<file path="config.mk">
export PLATFORM = sky130hd
export DESIGN_NAME = axi_aw_issuer
export DESIGN_NICKNAME = d
export VERILOG_FILES = /design/src/rtl/axi_aw_issuer.sv
export SDC_FILE = /design/constraint.sdc
export NUM_CORES = 1
export LEC_CHECK = 0
export ABC_AREA = 1
export ABC_CLOCK_PERIOD_IN_PS = 10600
export BUFFER_PORTS_ARGS = -buffer_cell sky130_fd_sc_hd__buf_2
export CORE_MARGIN = 1.5
export CORE_UTILIZATION = 35
export CTS_CLUSTER_SIZE = 20
export DETAILED_ROUTE_END_ITERATION = 16
export PLACE_DENSITY = 0.67
export SETUP_SLACK_MARGIN = 0.4
export SLEW_MARGIN = 0
export SYNTH_ARGS = -nofsm -noshare
export SYNTH_HDL_FRONTEND = slang
export SYNTH_SLANG_ARGS = --single-unit
</file>
<file path="constraint.sdc">
create_clock -name clk -period 10.6 [get_ports clk]
set_input_delay 2.12 -clock clk [delete_from_list [all_inputs] [get_ports clk]]
set_output_delay 2.12 -clock clk [all_outputs]
set_load 0.02 [all_outputs]
</file>
<file path="src/rtl/axi_aw_issuer.sv">
// axi_aw_issuer
// Write-address issuer for the debug AXI-over-UART bridge. Accepts decoded
// write commands, screens them for burst legality, drives the AW channel,
// keeps count of bursts awaiting a B response and reports completions and
// errors back to the command parser.

module axi_aw_issuer #(
  parameter int MAXOUT = 8
) (
  input  logic        clk,
  input  logic        rst,
  // command side
  input  logic        cmd_valid,
  output logic        cmd_ready,
  input  logic [31:0] cmd_addr,
  input  logic [7:0]  cmd_len,
  input  logic [2:0]  cmd_size,
  input  logic [1:0]  cmd_burst,
  // AXI AW channel
  output logic [3:0]  awid,
  output logic [31:0] awaddr,
  output logic [7:0]  awlen,
  output logic [2:0]  awsize,
  output logic [1:0]  awburst,
  output logic        awvalid,
  input  logic        awready,
  // AXI B channel
  input  logic [3:0]  bid,
  input  logic [1:0]  bresp,
  input  logic        bvalid,
  output logic        bready,
  // status
  output logic [3:0]  outstanding,
  output logic        done_pulse,
  output logic        err_pulse,
  output logic [15:0] err_count,
  output logic        idle
);

  typedef enum logic [0:0] {
    IDLE = 1'b0,
    ADDR = 1'b1
  } state_t;

  localparam logic [3:0] MAX_OUT = 4'(MAXOUT);

  state_t      state;
  logic [3:0]  exp_bid;

  logic        cmd_fire;
  logic        aw_fire;
  logic        b_fire;
  logic        cmd_legal;
  logic        reject;
  logic        bad_resp;
  logic [8:0]  beats;
  logic [13:0] burst_bytes;
  logic [13:0] incr_end;
  logic [16:0] err_sum;
  logic [15:0] err_next;

  // Handshake and flow-control terms; cmd_ready and bready come straight from
  // state and the outstanding counter so they never wait on the other side.
  always_comb begin
    cmd_ready = (state == IDLE) && (outstanding < MAX_OUT);
    bready    = (outstanding != 4'd0);
    idle      = (state == IDLE) && (outstanding == 4'd0);
    cmd_fire  = cmd_valid && cmd_ready;
    aw_fire   = awvalid && awready;
    b_fire    = bvalid && bready;
    bad_resp  = b_fire && ((bid != exp_bid) || (bresp != 2'd0));
  end

  // Burst legality screen: bus is 32 bits wide, INCR must stay inside one 4KB
  // page, WRAP needs 2/4/8/16 beats and FIXED is capped at 16 beats.
  always_comb begin
    beats       = {1'b0, cmd_len} + 9'd1;
    burst_bytes = {5'b0, beats} << cmd_size;
    incr_end    = {2'b00, cmd_addr[11:0]} + burst_bytes;
    cmd_legal   = 1'b1;
    if (cmd_size > 3'd2) begin
      cmd_legal = 1'b0;
    end
    case (cmd_burst)
      2'd0: if (cmd_len > 8'd15) cmd_legal = 1'b0;
      2'd1: if (incr_end > 14'd4096) cmd_legal = 1'b0;
      2'd2: if (!((cmd_len == 8'd1) || (cmd_len == 8'd3) ||
                  (cmd_len == 8'd7) || (cmd_len == 8'd15))) cmd_legal = 1'b0;
      default: cmd_legal = 1'b0;
    endcase
    reject = cmd_fire && !cmd_legal;
  end

  // A rejected command and a bad response in the same cycle add two errors;
  // the counter sticks at all-ones rather than wrapping.
  always_comb begin
    err_sum  = {1'b0, err_count} + {16'b0, reject} + {16'b0, bad_resp};
    err_next = err_sum[16] ? 16'hFFFF : err_sum[15:0];
  end

  // Issuer FSM with all registered outputs: latches legal commands onto AW,
  // tracks outstanding bursts and the expected in-order response id.
  always_ff @(posedge clk) begin
    if (rst) begin
      state       <= IDLE;
      awvalid     <= 1'b0;
      awid        <= 4'd0;
      awaddr      <= 32'd0;
      awlen       <= 8'd0;
      awsize      <= 3'd0;
      awburst     <= 2'd0;
      outstanding <= 4'd0;
      exp_bid     <= 4'd0;
      done_pulse  <= 1'b0;
      err_pulse   <= 1'b0;
      err_count   <= 16'd0;
    end else begin
      done_pulse <= b_fire;
      err_pulse  <= reject || bad_resp;
      err_count  <= err_next;

      if (b_fire) begin
        exp_bid <= exp_bid + 4'd1;
      end

      case ({aw_fire, b_fire})
        2'b10:   outstanding <= outstanding + 4'd1;
        2'b01:   outstanding <= outstanding - 4'd1;
        default: outstanding <= outstanding;
      endcase

      case (state)
        IDLE: begin
          if (cmd_fire && cmd_legal) begin
            awaddr  <= cmd_addr;
            awlen   <= cmd_len;
            awsize  <= cmd_size;
            awburst <= cmd_burst;
            awvalid <= 1'b1;
            state   <= ADDR;
          end
        end
        ADDR: begin
          if (aw_fire) begin
            awid    <= awid + 4'd1;
            awvalid <= 1'b0;
            state   <= IDLE;
          end
        end
        default: begin
          awvalid <= 1'b0;
          state   <= IDLE;
        end
      endcase
    end
  end

endmodule

</file>
==> After elaboration in Yosys (flattened, before gate mapping) <==
Cells that the tools add are included.
Widths: inputs -> output; s select.
{ "totals": {"register_bits": 77, "input_bits": 56, "out_inout_bits": 75} }
{ "op_classes": {"n_addsub": 8, "n_lt_le_gt_ge": 4, "n_eq_ne": 11, "shift": 1, "muxes": 13, "n_bitwise": 1, "reduce_logical": 22} }
{ "ops": {"columns": ["cell", "count"], "rows": [
  ["$add 16x1->17", 1],
  ["$add 17x1->17", 1],
  ["$mux 16", 1],
  ["$add 12x14->14", 1],
  ["$gt 14x13->1 const B", 1],
  ["$shl 9x3->14", 1],
  ["$add 4x1->4 const B", 3],
  ["$add 8x1->9 const B", 1],
  ["$eq 8x1->1 const B", 1],
  ["$eq 8x2->1 const B", 1],
  ["$eq 8x3->1 const B", 1],
  ["$eq 8x4->1 const B", 1],
  ["$gt 8x4->1 const B", 1],
  ["$logic_and 1x1->1", 8],
  ["$mux 1", 8],
  ["$pmux 4 s2", 1],
  ["$reduce_and 2->1", 3],
  ["$logic_or 1x1->1", 5],
  ["$eq 2x1->1 const B", 2],
  ["$eq 2x2->1 const B", 2],
  ["$logic_not 4->1", 1],
  ["$lt 4x4->1 const B", 1],
  ["$ne 2x1->1 const B", 2],
  ["$ne 4x4->1", 1],
  ["other kinds (9)", 11]
]} }

==> Longest topological paths before layout <==
{ "logic_depth": {"word_depth": 11, "mapped_depth": 39, "ltp_nobuf": 39} }

==> Worst setup path after synthesis <==
Ideal clock, no wire load.
{ "synth_path": {"path_kind": "input-to-reg", "from": "in cmd_size[0]", "to": "reg err_count[0]", "setup_time_ps": 70, "arrival_time_ps": 6562, "t_required_ps": 10530, "setup_slack_ps": 3967, "cell_stages": 34, "cell_sequence": "buf_2 inv_1 buf_2 o21ai_0 nand2_1 o21ai_0 mux2i_1 ha_1 nand2_1 nor2_1 nand3_1 nand3_1 nand2_1 nand2_1 nand3_2 nor2_1 nor2_1 nand2_1 nand2_4 nand2_1 nand2_1 fa_1 inv_1 ha_1 nand3_1 nor3_1 nand3_1 nor2_1 inv_1 nor2_1 inv_1 nor2_1 clkinv_1 a21oi_1"} }
{ "synth_via": {"elab_chain_len": 10} }
{ "synth_rtl": {"columns": ["item", "line", "text"], "rows": [
  ["from (decl)", "17", "input logic [2:0] cmd_size,"],
  ["$shl 9x3->14", "78", "burst_bytes = {5'b0, beats} << cmd_size;"],
  ["$add 12x14->14", "79", "incr_end = {2'b00, cmd_addr[11:0]} + burst_bytes;"],
  ["$gt 14x13->1", "86", "2'd1: if (incr_end > 14'd4096) cmd_legal = 1'b0;"],
  ["$mux 1", "86", null],
  ["$pmux 1 s3 *", "84", "case (cmd_burst)"],
  ["$logic_not 1->1 *", "91", "reject = cmd_fire && !cmd_legal;"],
  ["$logic_and 1x1->1 *", "91", null],
  ["$add 16x1->17 *", "97", "err_sum = {1'b0, err_count} + {16'b0, reject} + {16'b0, bad_resp};"],
  ["$add 17x1->17 *", "97", null],
  ["$mux 16 *", "98", "err_next = err_sum[16] ? 16'hFFFF : err_sum[15:0];"],
  ["to (signal assigned)", "120", "err_count <= err_next;"],
  ["to (decl)", "36", "output logic [15:0] err_count,"]
]} }
Every way passes the cells marked *; elsewhere a longest branch is shown, timed or not.
A chain may end at the register's enable or synchronous reset.

==> Worst setup path in the final report <==
{ "layout_path": {"from": "in cmd_len[0]", "to": "reg err_count[9]"} }
{ "layout_via": {"elab_chain_len": 11} }
{ "layout_rtl": {"columns": ["item", "line", "text"], "rows": [
  ["from (decl)", "16", "input logic [7:0] cmd_len,"],
  ["$add 8x1->9 (tied with other cells)", "77", "beats = {1'b0, cmd_len} + 9'd1;"],
  ["$shl 9x3->14 / $logic_or 1x1->1 (equally long branches)", "78, 87", null],
  ["$add 12x14->14 / $logic_or 1x1->1 (equally long branches)", "79, 87", null],
  ["$gt 14x13->1 / $logic_or 1x1->1 (equally long branches)", "86, 88", null],
  ["$mux 1 (on tied branches)", "86, 87", null],
  ["$pmux 1 s3 *", "84", null],
  ["$logic_not 1->1 *", "91", null],
  ["$logic_and 1x1->1 *", "91", null],
  ["$add 16x1->17 *", "97", null],
  ["$add 17x1->17 *", "97", null],
  ["$mux 16 *", "98", null]
]} }
Marks and branches as above.

==> impl_metrics.ini <==
[cells_and_area]
seqCellArea_mm2 = 0.00154
fillers = 1563
diodes = 0
drive_gt1_frac = 0.201
area_growth_pct = 19.7
num-nets-final = 1030
multiInputGateArea_mm2 = 0.00281

[route]
drtIter0Drc = 255
antenna_left = 0
dr.pass1.iters = 5
wl_per_cell_um = 11.9
drt_wl_total_mm = 13.5
vias_per_cell = 4.54
drc_errors = 0
vias = 5163

[synth]
ys_types = 38
yosys.area_share.simple = 0.348
yosysTopAreaCell = dfxtp_1
yosysSeqAreaShare = 0.293
synthesis.nets = 918
synth_compound_area_frac = 0.0750
synth_area_leaders = dfxtp_1 (29%), inv_1 (14%), nand2_1 (12%)
syn_avg_cell_area_um2 = 6.29
netlist.area_leader.share = 0.293
yosysWarnings = 0
synth_flop_cell = dfxtp_1
netlist_area_mm2 = 0.00525
synthAdderAreaFrac = 0.0686
synth_most_common_cell = inv_1
syn_inst = 835
synth_edf_count = 0
synth_xor_area_frac = 0.0317
synth_top_family_by_area = simple AND/OR/NAND/NOR gates
synth_seq_cells = 77
async_flop_share = 0
ys_top_cells_by_count = inv_1 (194), nand2_1 (174), nor2_1 (94), dfxtp_1 (77), nand4_1 (53)
synth_mux_area_frac = 0.00953

[sta]
finalHoldViolations = 0
skew_ns = 0.00758
fmax_mhz = 130
fin_setup_tns_ns = 0
finalSetupViolations = 0
finalCritPeriodShare = 0.728
tightest_slew_ns = 0.606
relSlewSlack = 0.596
rsz0062_at_grt = no
period_needed_ns = 7.72
slew_violations = 0

[worst_setup_path]
cp_data_arrival_time_ns = 7.98
max_stage_delay_ns = 0.40
regToRegStartpoint = outstanding[3]
rrSetupSlack_ns = 6.71
end_kind = register
crit_buf_inv = 7
worstPathMaxFanout = 46
r2r-end = err_count[9]
crit_start = cmd_len[0]
rr_worst_depth = 16
setup.worst_path.start_class = input port
slowest_stage = fa_1
crit_required_ns = 10.86
critPathMostFrequentCell = nand2_1
critPathKind = input port to register
critical_path.top_delay_family = simple AND/OR/NAND/NOR gates

[die]
dieArea_mm2 = 0.0158
die_h_um = 126
io_pins = 131
die_x_um = 126
core_area_mm2 = 0.0146
std_cell_rows = 44
initial_utilization = 0.360

[global_route]
grt_pass1_vias = 4789
grt_pass1_wl_mm = 22.9
grt_use_total = 0.176
overflow = 0
antenna_found_initial = 0
grt_start_max_net_pins = 57

[clocking]
path_clk_slew_ns = 0.06
clkLatencyLatePin_ns = 0.33
cts_tree = yes
cts_buffers = 9
cts-root-buf = clkbuf_16
hold_buffers = 0
clkSinkCount = 77
clockBufferDepth = 2
cts_max_level = 3
cts_setup_buffers = 0
ctsResizeCount = 0

[min_path]
whs_path_depth = 2
worstHoldPathType = register to register
holdCritStartpoint = awsize[2]
hold_end = awsize[2]

[power]
clockPowerShare = 0.304
power_switching_w = 0.000357
p_int_w = 0.000597
p_comb_frac = 0.344
cellPowerDensity_mw_per_mm2 = 152
peakVddDrop_mv = 0.233
seqPwrFrac = 0.352
power_w = 0.000954
swShare = 0.374
cellLeakagePower_nw = 3.39

[status]
outcome = completed

[place]
port_buffers = 130
place_congestion = 0.883
hpwl_mm = 10.3

[flow_run]
maxCapViolations = 0
how the worst max path moves through the flow:
| stage | cells after the start | slack, ns | endpoint |
|---|---|---|---|
| 2_1_floorplan | 34 | 3.97 | err_count[0] |
| 3_3_place_gp | 38 | 2.81 | err_count[5] |
| 3_5_place_dp | 39 | 2.65 | err_count[5] |
| 4_1_cts | 39 | 2.96 | err_count[9] |
| 5_1_grt | 36 | 2.19 | err_count[6] |
| 6_report | 39 | 2.88 | err_count[9] |
metal layers:
layer | track usage | share of wire | routed length [um]
met1 | 0.233 | 0.48 | 6440
met2 | 0.294 | 0.46 | 6190
met5 | 0 | 0 | 0
met4 | 0.0348 | 0.0079 | 106
met3 | 0.0381 | 0.056 | 753
power by group through the flow:
stage                     Clock [W]  Combinational (W)  Sequential (W)
after global routing       0.000314           0.000372        0.000341
final                      0.000290           0.000328        0.000336
after floorplan                   0           0.000216        0.000365
after detailed placement          0           0.000328        0.000342
after CTS                  0.000300           0.000330        0.000336
after global placement            0           0.000328        0.000342
through the flow:
stage | worst slack [ns] | std cells | hold slack (ns) | area (um^2) | util
after detailed placement | 2.65 | 1120 | 0.444 | 6010 | 0.412
after global routing | 2.19 | 1136 | 0.492 | 6290 | 0.431
final | 2.88 | 1136 | 0.452 | 6290 | 0.431
after floorplan | 3.97 | 835 | 0.465 | 5250 | -
after CTS | 2.96 | 1136 | 0.454 | 6290 | 0.431
after global placement | 2.81 | 1120 | 0.448 | 6010 | 0.412
state kept, by name, summed over array words and instances (netlist names):
name / flops
awid: 4
awvalid: 1
awburst: 2
done_pulse: 1
exp_bid: 4
err_pulse: 1
awlen: 8
awsize: 3
state: 1
err_count: 16
outstanding: 4
awaddr: 32
logic make-up after synthesis:
family                     after synthesis
AOI/OAI and AO/OA                       69
xor gates and xnor gates                19
adders and majority gates               27
buffers and inverters                  232
DFF                                     77
muxes                                    5
and+or+nand+nor                        406
placed cells by master, fill, tap and decap left out, drive strengths merged:
| cell | Yosys | layout |
|---|---|---|
| o311ai | 1 | 1 |
| nand3b | 1 | 1 |
| a2111oi | 1 | 1 |
| inv | 197 | 199 |
| ha | 24 | 24 |
| clkinvlp | 0 | 1 |
| fa | 3 | 3 |
| or2 | 1 | 1 |
| nand4 | 53 | 53 |
| a31oi | 3 | 3 |
| mux2i | 5 | 5 |
| nor2 | 95 | 95 |
| nor4 | 3 | 3 |
| o31ai | 1 | 1 |
| a21oi | 28 | 28 |
| o211ai | 1 | 1 |
| nand2 | 207 | 207 |
| xnor2 | 7 | 7 |
| xor2 | 12 | 12 |
| a211oi | 1 | 1 |
| dfxtp | 77 | 77 |
| clkbuf | 15 | 11 |
| clkinv | 2 | 4 |
| buf | 18 | 134 |
| nand3 | 40 | 40 |
| o22ai | 1 | 1 |
| o41ai | 1 | 1 |
| nor3 | 5 | 5 |
| a21boi | 1 | 1 |
| o2111ai | 1 | 1 |
| nor3b | 1 | 1 |
| o21ai | 29 | 29 |
worst register-to-register path, delay by kind of cell (launching register included):
kind	cells	cell delay, ns
AO/OA/AOI/OAI	1	0.22
adder cells (fa/ha/maj)	2	0.59
flip-flops	1	0.38
AND/OR/NAND/NOR	8	1.64
buffers and inverters	5	0.98
cell type report:
type | instances | area share
Inverter | 199 | 0.119
Multi-Input combinational cell | 526 | 0.446
Timing Repair Buffer | 134 | 0.108
Tap cell | 184 | 0.0366
Clock inverter | 5 | 0.00676
Sequential cell | 77 | 0.245
Clock buffer | 11 | 0.0386
(Power assumes the default switching activity.)
